--- src/rtl/ps2_host_tx.sv ---
`default_nettype none
// ============================================================================
//  Module      : ps2_host_tx
//  Description : PS/2 host-to-device transmitter. Inhibits the bus, issues
//                request-to-send, shifts a command byte out on device clocks
//                and samples the device acknowledge bit.
//  Revision    : 1.0  initial release
// ============================================================================
module ps2_host_tx #(
    parameter int INHIBIT_CYCLES = 5000,
    parameter int TIMEOUT_CYCLES = 1000000
) (
    input  logic       ck,
    input  logic       rst,
    input  logic       start,
    input  logic [7:0] din,
    input  logic       ps2c_in,
    input  logic       ps2d_in,
    output logic       ps2c_oe,
    output logic       ps2d_oe,
    output logic       busy,
    output logic       done,
    output logic       ack_err,
    output logic       timeout
);

    localparam int INH_W = (INHIBIT_CYCLES > 1) ? $clog2(INHIBIT_CYCLES) : 1;
    localparam int TO_W  = (TIMEOUT_CYCLES > 1) ? $clog2(TIMEOUT_CYCLES) : 1;
    localparam logic [INH_W-1:0] INH_LAST = INH_W'(INHIBIT_CYCLES - 1);
    localparam logic [TO_W-1:0]  TO_LAST  = TO_W'(TIMEOUT_CYCLES - 1);

    typedef enum logic [2:0] {
        S_IDLE     = 3'd0,
        S_INHIBIT  = 3'd1,
        S_RQST     = 3'd2,
        S_SEND     = 3'd3,
        S_ACK      = 3'd4,
        S_WAITIDLE = 3'd5
    } state_t;

    // Pad synchronizers; c_prev_q holds the previous synchronized clock.
    logic c_meta_q, c_sync_q, c_prev_q;
    logic d_meta_q, d_sync_q;
    logic fe;

    always_ff @(posedge ck) begin
        if (rst) begin
            c_meta_q <= 1'b1;
            c_sync_q <= 1'b1;
            c_prev_q <= 1'b1;
            d_meta_q <= 1'b1;
            d_sync_q <= 1'b1;
        end else begin
            c_meta_q <= ps2c_in;
            c_sync_q <= c_meta_q;
            c_prev_q <= c_sync_q;
            d_meta_q <= ps2d_in;
            d_sync_q <= d_meta_q;
        end
    end

    assign fe = c_prev_q & ~c_sync_q;

    state_t           state_q,   state_d;
    logic [7:0]       din_q,     din_d;
    logic             par_q,     par_d;
    logic [3:0]       bit_cnt_q, bit_cnt_d;
    logic [INH_W-1:0] inh_cnt_q, inh_cnt_d;
    logic [TO_W-1:0]  to_cnt_q,  to_cnt_d;
    logic             ps2c_oe_q, ps2c_oe_d;
    logic             ps2d_oe_q, ps2d_oe_d;
    logic             busy_q,    busy_d;
    logic             done_q,    done_d;
    logic             ack_err_q, ack_err_d;
    logic             timeout_q, timeout_d;
    logic             to_expired;

    assign to_expired = (to_cnt_q == TO_LAST);

    always_comb begin
        state_d   = state_q;
        din_d     = din_q;
        par_d     = par_q;
        bit_cnt_d = bit_cnt_q;
        inh_cnt_d = inh_cnt_q;
        to_cnt_d  = to_cnt_q;
        ps2c_oe_d = ps2c_oe_q;
        ps2d_oe_d = ps2d_oe_q;
        busy_d    = busy_q;
        done_d    = 1'b0;
        ack_err_d = ack_err_q;
        timeout_d = 1'b0;

        case (state_q)
            S_IDLE: begin
                // busy_q may still be high for the done/timeout cycle.
                ps2c_oe_d = 1'b0;
                ps2d_oe_d = 1'b0;
                busy_d    = 1'b0;
                ack_err_d = 1'b0;
                bit_cnt_d = '0;
                inh_cnt_d = '0;
                to_cnt_d  = '0;
                if (start && !busy_q) begin
                    din_d     = din;
                    par_d     = ~^din;
                    ps2c_oe_d = 1'b1;
                    busy_d    = 1'b1;
                    state_d   = S_INHIBIT;
                end
            end

            S_INHIBIT: begin
                inh_cnt_d = inh_cnt_q + 1'b1;
                if (inh_cnt_q == INH_LAST) begin
                    inh_cnt_d = '0;
                    to_cnt_d  = '0;
                    ps2c_oe_d = 1'b0;
                    ps2d_oe_d = 1'b1;
                    state_d   = S_RQST;
                end
            end

            S_RQST, S_SEND, S_ACK, S_WAITIDLE: begin
                to_cnt_d = to_cnt_q + 1'b1;
                if (to_expired) begin
                    to_cnt_d  = '0;
                    ps2c_oe_d = 1'b0;
                    ps2d_oe_d = 1'b0;
                    timeout_d = 1'b1;
                    state_d   = S_IDLE;
                end else begin
                    case (state_q)
                        S_RQST: begin
                            if (fe) begin
                                bit_cnt_d = 4'd1;
                                ps2d_oe_d = ~din_q[0];
                                state_d   = S_SEND;
                            end
                        end
                        S_SEND: begin
                            // bit_cnt_q counts edges already seen, so it indexes the next bit.
                            if (fe) begin
                                bit_cnt_d = bit_cnt_q + 1'b1;
                                if (bit_cnt_q < 4'd8) begin
                                    ps2d_oe_d = ~din_q[bit_cnt_q[2:0]];
                                end else if (bit_cnt_q == 4'd8) begin
                                    ps2d_oe_d = ~par_q;
                                end else begin
                                    ps2d_oe_d = 1'b0;
                                    state_d   = S_ACK;
                                end
                            end
                        end
                        S_ACK: begin
                            if (fe) begin
                                ack_err_d = d_sync_q;
                                state_d   = S_WAITIDLE;
                            end
                        end
                        default: begin
                            if (c_sync_q && d_sync_q) begin
                                done_d  = 1'b1;
                                state_d = S_IDLE;
                            end
                        end
                    endcase
                end
            end

            default: begin
                ps2c_oe_d = 1'b0;
                ps2d_oe_d = 1'b0;
                state_d   = S_IDLE;
            end
        endcase
    end

    always_ff @(posedge ck) begin
        if (rst) begin
            state_q   <= S_IDLE;
            din_q     <= '0;
            par_q     <= 1'b0;
            bit_cnt_q <= '0;
            inh_cnt_q <= '0;
            to_cnt_q  <= '0;
            ps2c_oe_q <= 1'b0;
            ps2d_oe_q <= 1'b0;
            busy_q    <= 1'b0;
            done_q    <= 1'b0;
            ack_err_q <= 1'b0;
            timeout_q <= 1'b0;
        end else begin
            state_q   <= state_d;
            din_q     <= din_d;
            par_q     <= par_d;
            bit_cnt_q <= bit_cnt_d;
            inh_cnt_q <= inh_cnt_d;
            to_cnt_q  <= to_cnt_d;
            ps2c_oe_q <= ps2c_oe_d;
            ps2d_oe_q <= ps2d_oe_d;
            busy_q    <= busy_d;
            done_q    <= done_d;
            ack_err_q <= ack_err_d;
            timeout_q <= timeout_d;
        end
    end

    assign ps2c_oe = ps2c_oe_q;
    assign ps2d_oe = ps2d_oe_q;
    assign busy    = busy_q;
    assign done    = done_q;
    assign ack_err = ack_err_q;
    assign timeout = timeout_q;

endmodule
`default_nettype wire

--- config.mk ---
export PLATFORM = sky130hd
export DESIGN_NAME = ps2_host_tx
export DESIGN_NICKNAME = d
export VERILOG_FILES = /design/src/rtl/ps2_host_tx.sv
export SDC_FILE = /design/constraint.sdc
export NUM_CORES = 1
export LEC_CHECK = 0
export ABC_AREA = 0
export CAP_MARGIN = 20
export CORE_ASPECT_RATIO = 1.5
export CORE_UTILIZATION = 59
export DETAILED_ROUTE_END_ITERATION = 10
export GPL_TIMING_DRIVEN = 0
export PLACE_DENSITY = 0.85
export REMOVE_ABC_BUFFERS = 1
export SKIP_CTS_REPAIR_TIMING = 1
export SYNTH_ARGS = -nofsm -noshare
export SYNTH_HDL_FRONTEND = slang
export SYNTH_SLANG_ARGS = --single-unit
--- constraint.sdc ---
create_clock -name ck -period 2.55 [get_ports ck]
set_clock_uncertainty 0.2 [all_clocks]
set_input_delay 0.51 -clock ck [delete_from_list [all_inputs] [get_ports ck]]
set_output_delay 0.51 -clock ck [all_outputs]
set_load 0.01 [all_outputs]
### Word level (Yosys, flattened, before mapping)

Index checks and enable logic that the tools add are counted.

| cells by class | value |
|---|---|
| div/mod/pow operators | 0 |
| reduce and logical (&&, ||, !) cells | 18 |
| $add $sub $neg | 3 |
| shift-type cells | 0 |
| multiply operators | 0 |
| order comparisons | 2 |
| eq/ne operators | 24 |
| multiplexer cells | 41 |
| bitwise operators | 6 |

Operators by type and width:

| kind | count |
|---|---|
| $pmux W20 S3 | 1 |
| $mux W20 | 2 |
| $mux W3 | 9 |
| $pmux W13 S2 | 1 |
| $ne A4 B4 Y1 const B | 6 |
| $add A20 B1 Y20 const B | 1 |
| $eq A20 B20 Y1 const B | 1 |
| $pmux W3 S3 | 2 |
| $pmux W4 S2 | 2 |
| $mux W1 | 15 |
| $add A13 B1 Y13 const B | 1 |
| $eq A13 B13 Y1 const B | 1 |
| $mux W13 | 1 |
| $mux W4 | 3 |
| $ne A2 B2 Y1 const B | 6 |
| $ne A3 B3 Y1 const B | 3 |
| $reduce_and A4 Y1 | 2 |
| $reduce_and A8 Y1 | 1 |
| $reduce_xnor A8 Y1 | 1 |
| $eq A3 B2 Y1 const B | 2 |
| $eq A3 B3 Y1 const B | 2 |
| $ne A6 B6 Y1 const B | 1 |
| $pmux W1 S2 | 3 |
| $reduce_and A2 Y1 | 3 |
| other kinds (18) | 24 |

| storage, ports and cells | value |
|---|---|
| register bits after elaboration | 60 |
| bits in writable memories | 0 |
| output and inout port bits | 6 |
| memories | 0 |
| bits of input ports | 13 |
| word-level logic and storage cells | 111 |
| bits in latches | 0 |
| bits in read-only memories | 0 |

### Depth between registers and ports, before layout

Gate-level depths: netlist (run 1).

| logic depth | value |
|---|---|
| word-level depth | 8 |
| gate-level depth with buffers | 9 |
| mapped depth without buffers | 7 |

### Worst setup path before layout (run 1)

Ideal clock, no wire load.

| timing | value |
|---|---|
| path kind | flip-flop to flip-flop |
| from | register inh_cnt_q[0] |
| to | register to_cnt_q[19] |
| path slack | 0.537 ns |
| arrival | 1.743 ns |
| required time | 2.280 ns |
| library setup time | 0.070 ns |
| period minus slack after synthesis | 2.013 ns |
| path buffers | 1 |
| cell stages (with the launch flop) | 8 |
| cells stage by stage | dfxtp_1 -> ha_1 -> and2_1 -> and4_1 -> buf_6 -> o211ai_4 -> or4_1 -> a21oi_1 |

| between the ends | value |
|---|---|
| word-level cells in the longest chain between the ends | 3 |

RTL lines:

| item | line | RTL |
|---|---|---|
| from (decl) | 68 | `logic [INH_W-1:0] inh_cnt_q, inh_cnt_d;` |
| from (signal assigned) | 198 | `inh_cnt_q <= inh_cnt_d;` |
| $eq A13 B13 Y1 | 115 | `if (inh_cnt_q == INH_LAST) begin` |
| $ne A2 B2 Y1 (no line) | -- |  |
| $reduce_and A2 Y1 (no line) | -- |  |
| to (signal assigned) | 199 | `to_cnt_q <= to_cnt_d;` |
| to (decl) | 69 | `logic [TO_W-1:0] to_cnt_q, to_cnt_d;` |

Every way passes these cells.
A chain may end at the register's enable or synchronous reset.

### Worst setup path after layout (run 1)

Ends and elaborated chain as after synthesis.

==> out/metrics.sh, run 1 <==
SYNTH.YOSYS.WARNINGS=0
GRT_PASS1_WL_MM=12.2
FINALCRITICALPERIOD_NS=2.38
WORST-PATH-MAX-FANOUT=15
AREA_GROWTH_SYN_TO_LAYOUT_PCT=14.2
POST-ROUTE-PERIOD-UTIL=0.932
POSTSYNTHREGISTERBITS=60
CORE_REGION_AREA_UM2=4930
TRITONCTS='yes'
FLIP_FLOP_AND_LATCH_AREA_UM2=1200
DIE_HEIGHT_UM=90.6
CTSLONGESTPATHBUFFERS=2
MOST_CONGESTED_LAYER_REPORTED_BY_GLOBAL_ROUTING='met2'
ROUTABILITYCONGESTION=0.958
MAX_FREQ_MHz=421
GRT_START_MAX_NET_PINS=29
FIRST_PASS_ITERS=5
CLOCK_LATENCY_ON_THE_WORST_SKEW_PAIR_NS=0.34
GRT_SETUP_UNREPAIRED='false'
POSTSYNTHAREAPERCELL_UM2=8.44
FLOORPLAN.DIE_AREA_UM2=5540
ARRIVAL_NS=2.44
DRT-WIRELENGTH-PER-CELL_UM=15.5
SYN_STD_CELL_AREA_UM2=3090
POSTSYNTHCELLCOUNT=366
FINAL_ANTENNA_NET_COUNT=0
POWER_DENSITY_nW_PER_UM2=713
POST_SYNTH_NUM_CELL_TYPES=57
FINALHOLDVIOLCOUNT=0
SITE_ROW_COUNT=31
HPWL_MM=4.67
HP-CLASS='reg2reg'
OUTCOME='finished clean'
NETS=395
DRTITER0DRC=211
GRTUSAGEMET3=0.0716
MAX-CAP-VIOLATIONS=0
NUMBER_OF_INSERTED_DIODES=0
WORST-SETUP-PATH-TYPE='reg2reg'
MET1_USAGE=0.329
SYNTH_FF_TYPE='sky130_fd_sc_hd__dfxtp_1'
TRITONCTS.NUM_BUFFERS=9
MAX-SLEW-MARGIN-REL=0.559
SLEW_VIOL_FINAL=0
NUMBER_OF_GLOBAL_ROUTE_VIAS_BEFORE_REPAIR=2732
GRT_REMAINING_OVERFLOW=0
MAXIMUM_VDD_IR_DROP_mV=0.457
POST-PLACE-WS_NS=-0.200
CRIT-REG2REG-LAUNCH='inh_cnt_q[0]'
SYNTH-SEQ-AREA-SHARE=0.389
ROUTE.DETAILED.DRC=0
NUMBER_OF_FLOPS_MAPPED_TO_ENABLE_CELLS_BY_YOSYS=0
DESIGN.PORTCOUNT=19
INITIAL_ANTENNA_VIOLATION_COUNT=0
SETUP_TOTAL_NEGATIVE_SLACK_NS=0
POST_ROUTE_CELLS_DRIVE_ABOVE_1_SHARE=0.110
MULTI_INPUT_AREA_UM2=1770
DIE-WIDTH_UM=61.1
FINAL_WORST_SLACK_NS=0.174
WORST-SLEW-PIN-TRANSITION_NS=0.660
POSTROUTEWIRELENGTH_MM=6.95
FILLER_CELL_COUNT=386
TIMING_STARTPOINT_OF_THE_CRITICAL_PATH='inh_cnt_q[0]'
LEAKAGE_nW=1.13
PORT-BUFFER-COUNT=18
ROUTED-VIA-COUNT=2797
ALL_LAYER_GR_USAGE=0.288
SYNTHARSTFLOPSHARE=0
FINAL_CELL_MIX='sky130_fd_sc_hd__dfxtp_1, sky130_fd_sc_hd__nand2_1, sky130_fd_sc_hd__a21oi_1, sky130_fd_sc_hd__nor2_1, sky130_fd_sc_hd__o21ai_0'
LAYOUT_COMMONEST_CELL='sky130_fd_sc_hd__dfxtp_1'
ROUTING_USAGE_ON_MET2=0.476
START_KIND='register'
WORST_SETUP_PATH_END_KIND='register'
CRITPATHREQUIREDTIME_NS=2.62
FINAL_CELL_COUNT_NO_FILL=449
CTS_HTREE_LEVELS=3
ROOT_BUFFER_SELECTED_BY_CTS='sky130_fd_sc_hd__clkbuf_8'
CTS.REPORTEDPATHS.CLKPINSLEW_NS=0.06
SETUP_VIOL_COUNT_FINAL=0
CLOCK-SINKS=60
PLACEDCELLCOUNT=433
FLOORPLAN.INITIALDENSITY=0.627
HOLD_PATH_STARTPOINT='c_meta_q'
ROUTED_VIA_DENSITY=6.23
==> flip-flops by register name (all words and copies together) (netlist names), 3 cells and up <==
name and flops:
to_cnt_q 20, inh_cnt_q 13, din_q 8, bit_cnt_q 4, state_q 3
==> final cells by class <==
| class | instances | share of cell area |
|---|---|---|
| timing repair buffer | 20 | 0.0610 |
| clock buffer | 12 | 0.0468 |
| sequential | 60 | 0.340 |
| tap | 66 | 0.0234 |
| inverter | 6 | 0.00638 |
| multi-input combinational | 281 | 0.502 |
| clock inverter | 4 | 0.0199 |
==> cell usage after synthesis, drive strengths merged (6+ instances only) <==
cell type | n | area (um2)
dfxtp | 60 | 1200
clkbuf | 11 | 41.3
nor2 | 31 | 119
a21oi | 37 | 185
and4 | 6 | 52.6
o21ai | 22 | 121
nand3 | 15 | 75.1
and3 | 7 | 43.8
buf | 8 | 65.1
xnor2 | 16 | 140
nand2 | 43 | 164
nor3 | 6 | 30.0
or3 | 10 | 67.6
nand2b | 6 | 37.5
inv | 6 | 22.5
or2 | 8 | 50.1
nand4 | 10 | 68.8
==> worst paths after layout <==
| path | endpoint | slack (ns) | depth (start not counted) |
|---|---|---|---|
| setup / recovery | to_cnt_q[19] | 0.17 | 6 |
| hold / removal | c_sync_q | 0.21 | 1 |
| setup reg to reg | to_cnt_q[19] | 0.17 | 6 |
| hold reg to reg | c_sync_q | 0.21 | 1 |
==> critical path, cell delays in order (launching register included) <==
cell                       delay (ns)
sky130_fd_sc_hd__dfxtp_1         0.41
sky130_fd_sc_hd__ha_1            0.24
sky130_fd_sc_hd__and2_1          0.24
sky130_fd_sc_hd__and4_2          0.38
sky130_fd_sc_hd__o211ai_4        0.17
sky130_fd_sc_hd__or4_1           0.51
sky130_fd_sc_hd__a21oi_1         0.16
==> report_power, final <==
part | internal, mW | switching (mW)
clock network | 0.627 | 0.369
registers | 0.989 | 0.0665
logic | 0.180 | 0.284
total | 1.80 | 0.719
==> layer usage <==
layer	vias to the layer above	wire (um)
li1	1371	-
met1	1319	2880
met2	80	3530
met3	27	289
met4	0	246
met5	-	0
==> per-stage QoR <==
stage	instance area (um2)	util	hold WS, ns	power (mW)
after floorplan	2980	-	0.189	1.36
after global placement	3250	0.659	0.191	1.50
after detailed placement	3280	0.666	0.198	1.52
after CTS	3520	0.714	0.214	2.51
after global routing	3530	0.716	0.245	2.63
final	3530	0.716	0.213	2.51
==> kinds of logic (layout without fill, tap and decap cells) <==
logic type / after synthesis / after routing / share of synthesized area
compound gates: 92 / 92 / 0.192
xor+xnor: 21 / 21 / 0.0595
fa+ha+maj: 4 / 4 / 0.0162
buf+inv: 25 / 42 / 0.0417
flops: 60 / 60 / 0.389
mux: 4 / 4 / 0.0211
simple gates: 160 / 160 / 0.281
Power figures use the tool's default switching activity.
==> run 2, diff against run 1 <==
--- a/config.mk
+++ b/config.mk
@@ -10,7 +10,7 @@
 export CORE_ASPECT_RATIO = 1.5
 export CORE_UTILIZATION = 59
 export DETAILED_ROUTE_END_ITERATION = 10
-export GPL_TIMING_DRIVEN = 0
+export GPL_TIMING_DRIVEN = 1
 export PLACE_DENSITY = 0.85
 export REMOVE_ABC_BUFFERS = 1
 export SKIP_CTS_REPAIR_TIMING = 1
==> constraint.sdc (replaced) <==
create_clock -name ck -period 2.7 [get_ports ck]
set_clock_uncertainty 0.2 [all_clocks]
set_input_delay 0.54 -clock ck [delete_from_list [all_inputs] [get_ports ck]]
set_output_delay 0.54 -clock ck [all_outputs]
set_load 0.01 [all_outputs]
==> out/metrics.sh, run 2 (synthesis gave the netlist of run 1 again) <==
SITE_ROW_COUNT=31  # unchanged
MET1_USAGE=0.319  # -0.0103
SETUP_VIOL_COUNT_FINAL=0  # unchanged
LEAKAGE_nW=1.11  # -1.7%
ROUTING_USAGE_ON_MET2=0.460  # -0.0154
DRTITER0DRC=227  # +7.6%
CTSLONGESTPATHBUFFERS=2  # unchanged
NETS=400  # +1.3%
NET-SWITCHING-POWER_mW=0.656  # -8.8%
DIE-WIDTH_UM=61.1  # unchanged
POST_ROUTE_CELLS_DRIVE_ABOVE_1_SHARE=0.103  # -0.00630
CRITPATHREQUIREDTIME_NS=2.76  # +0.14 ns
NUMBER_OF_GLOBAL_ROUTE_VIAS_BEFORE_REPAIR=2671  # -2.2%
ROUTABILITYCONGESTION=0.901  # -5.9%
ALL_LAYER_GR_USAGE=0.279  # -0.00917
FLIP_FLOP_AND_LATCH_AREA_UM2=1200  # unchanged
POSTROUTEWIRELENGTH_MM=6.95  # about the same
GRT_SETUP_UNREPAIRED='false'
DIE_HEIGHT_UM=90.6  # unchanged
SETUP_TOTAL_NEGATIVE_SLACK_NS=0  # unchanged
FIRST_PASS_ITERS=5  # unchanged
LARGESTREGISTERS='to_cnt_q x20, inh_cnt_q x13, din_q x8'
SEQ_POWER_SHARE=0.461  # +0.041
HP-CLASS='reg2reg'
WORST-PATH-MAX-FANOUT=15  # unchanged
CRIT_PATH_CELL_TRACE='ha_1 > and2_1 > and4_1 > o211ai_4 > or4_1 > a21oi_1'
SWITCHING_SHARE_OF_TOTAL_POWER=0.306  # +0.0199
GRTUSAGEMET3=0.0530  # -0.0186
FLOORPLAN.DIE_AREA_UM2=5540  # unchanged
PLACEDCELLCOUNT=438  # +1.2%
START_KIND='register'
NUMBER_OF_INSERTED_DIODES=0  # unchanged
ARRIVAL_NS=2.46  # +0.02 ns
MULTI_INPUT_AREA_UM2=1760  # -0.64%
FINAL_ANTENNA_NET_COUNT=0  # unchanged
INITIAL_ANTENNA_VIOLATION_COUNT=0  # unchanged
MAX-SLEW-MARGIN-REL=0.593  # +0.0334
CRITICAL_PATH.SLOWEST_CELL='sky130_fd_sc_hd__or4_1'
DESIGN.PORTCOUNT=19  # unchanged
CTS_HTREE_LEVELS=3  # unchanged
GRT_REMAINING_OVERFLOW=0  # unchanged
OUTCOME='finished clean'
DRT-WIRELENGTH-PER-CELL_UM=15.3  # -0.93%
MAXIMUM_VDD_IR_DROP_mV=0.518  # +13%
FINAL_AREA_UM2=3470  # -1.7%
CLOCK_LATENCY_ON_THE_WORST_SKEW_PAIR_NS=0.34  # about the same
P_INT_mW=1.49  # -17%
LARGEST_REG_FLOPS=20  # unchanged
WORST_SETUP_PATH_END_KIND='register'
ROUTED_VIA_DENSITY=6.25  # +0.39%
TRITONCTS.NUM_BUFFERS=9  # unchanged
POST-ROUTE-PERIOD-UTIL=0.888  # -0.0441
FLOORPLAN.INITIALDENSITY=0.627  # unchanged
FILLER_CELL_COUNT=391  # +1.3%
FINAL_CELL_COUNT_NO_FILL=453  # +0.89%
PORT-BUFFER-COUNT=18  # unchanged
CLOCK-SINKS=60  # unchanged
ROOT_BUFFER_SELECTED_BY_CTS='sky130_fd_sc_hd__clkbuf_8'
MAX-CAP-VIOLATIONS=0  # unchanged
LAYOUT_COMMONEST_CELL='sky130_fd_sc_hd__dfxtp_1'
SLEW_VIOL_FINAL=0  # unchanged
CTS.REPORTEDPATHS.CLKPINSLEW_NS=0.06  # about the same
GRT_START_MAX_NET_PINS=24  # -17%
CLOCK_POWER_SHARE=0.328  # -0.068
FINAL_CELL_MIX='sky130_fd_sc_hd__dfxtp_1, sky130_fd_sc_hd__nand2_1, sky130_fd_sc_hd__a21oi_1, sky130_fd_sc_hd__nor2_1, sky130_fd_sc_hd__o21ai_0'
HPWL_MM=4.87  # +4.2%
FINALHOLDVIOLCOUNT=0  # unchanged
AREA_GROWTH_SYN_TO_LAYOUT_PCT=12.2
POWER_DENSITY_nW_PER_UM2=619  # -13%
TRITONCTS='yes'
WORST-SETUP-PATH-TYPE='reg2reg'
WORST-SLEW-PIN-TRANSITION_NS=0.596  # -0.0646 ns
ROUTE.DETAILED.DRC=0  # unchanged
ROUTED-VIA-COUNT=2833  # +1.3%
DPL_CELL_AREA_UM2=3300  # +0.53%
MOST_CONGESTED_LAYER_REPORTED_BY_GLOBAL_ROUTING='met2'
FINALCRITICALPERIOD_NS=2.40  # +0.0207 ns
MAX_FREQ_MHz=417  # -0.86%
REGISTER_RANKED_FIRST_BY_FLIP_FLOP_COUNT='to_cnt_q'
CORE_REGION_AREA_UM2=4930  # unchanged
COMBPWRFRAC=0.211  # +0.027
GRT_PASS1_WL_MM=11.8  # -2.9%
CRITPATHMAXSTAGEDELAY_NS=0.50  # about the same
run 2: cell count changes in the layout (fill, tap and decap cells not counted), moves of 2 or more:
cell / previous run / this run
sky130_fd_sc_hd__clkbuf_1: 0 / 2
sky130_fd_sc_hd__bufinv_16: 2 / 0
sky130_fd_sc_hd__nor2_1: 28 / 30
sky130_fd_sc_hd__buf_4: 1 / 7
run 2: worst paths after layout:
check               startpoint           end  slack, ns  depth (start not counted)
setup / recovery  inh_cnt_q[0]  to_cnt_q[19]       0.30                          6
hold / removal        c_meta_q      c_sync_q       0.21                          1
setup reg to reg  inh_cnt_q[0]  to_cnt_q[19]       0.30                          6
hold reg to reg       c_meta_q      c_sync_q       0.21                          1
run 2: critical path: cells and delay by family, from the launching register on:
family | cells | cell delay (ns)
adder cells (fa/ha/maj) | 1 | 0.23
AND/OR/NAND/NOR | 3 | 1.16
flip-flops | 1 | 0.38
AO/OA/AOI/OAI | 2 | 0.35
run 2: metal layers:
| layer | routed length [um] | up-vias |
|---|---|---|
| li1 | - | 1377 |
| met5 | 0 | - |
| met1 | 2900 | 1330 |
| met3 | 321 | 21 |
| met2 | 3530 | 105 |
| met4 | 206 | 0 |
run 2: metrics by stage:
| step | hold WS (ns) | setup slack [ns] | util | power [mW] |
|---|---|---|---|---|
| after CTS | 0.216 | 0.306 | 0.704 | 2.15 |
| after floorplan | 0.189 | 0.526 | - | 1.29 |
| after global placement | 0.195 | 0.383 | 0.670 | 1.44 |
| final | 0.213 | 0.304 | 0.704 | 2.15 |
| after detailed placement | 0.198 | 0.305 | 0.670 | 1.45 |
| after global routing | 0.225 | 0.126 | 0.704 | 2.25 |
run 2: power by group through the flow:
stage,registers [mW],clock network (mW),logic [mW]
global route,0.997,0.751,0.502
detailed placement,1.01,0,0.445
CTS,0.987,0.713,0.448
floorplan,0.999,0,0.287
global placement,1.00,0,0.438
finish,0.989,0.703,0.453
run 2: final cells by class:
| type | instances | area share |
|---|---|---|
| multi-input cells | 281 | 0.508 |
| flip-flops and latches | 60 | 0.346 |
| repair buffers | 25 | 0.0671 |
| clock buffers | 13 | 0.0458 |
| well taps | 66 | 0.0238 |
| inverters | 6 | 0.00649 |
| clock inverters | 2 | 0.00289 |
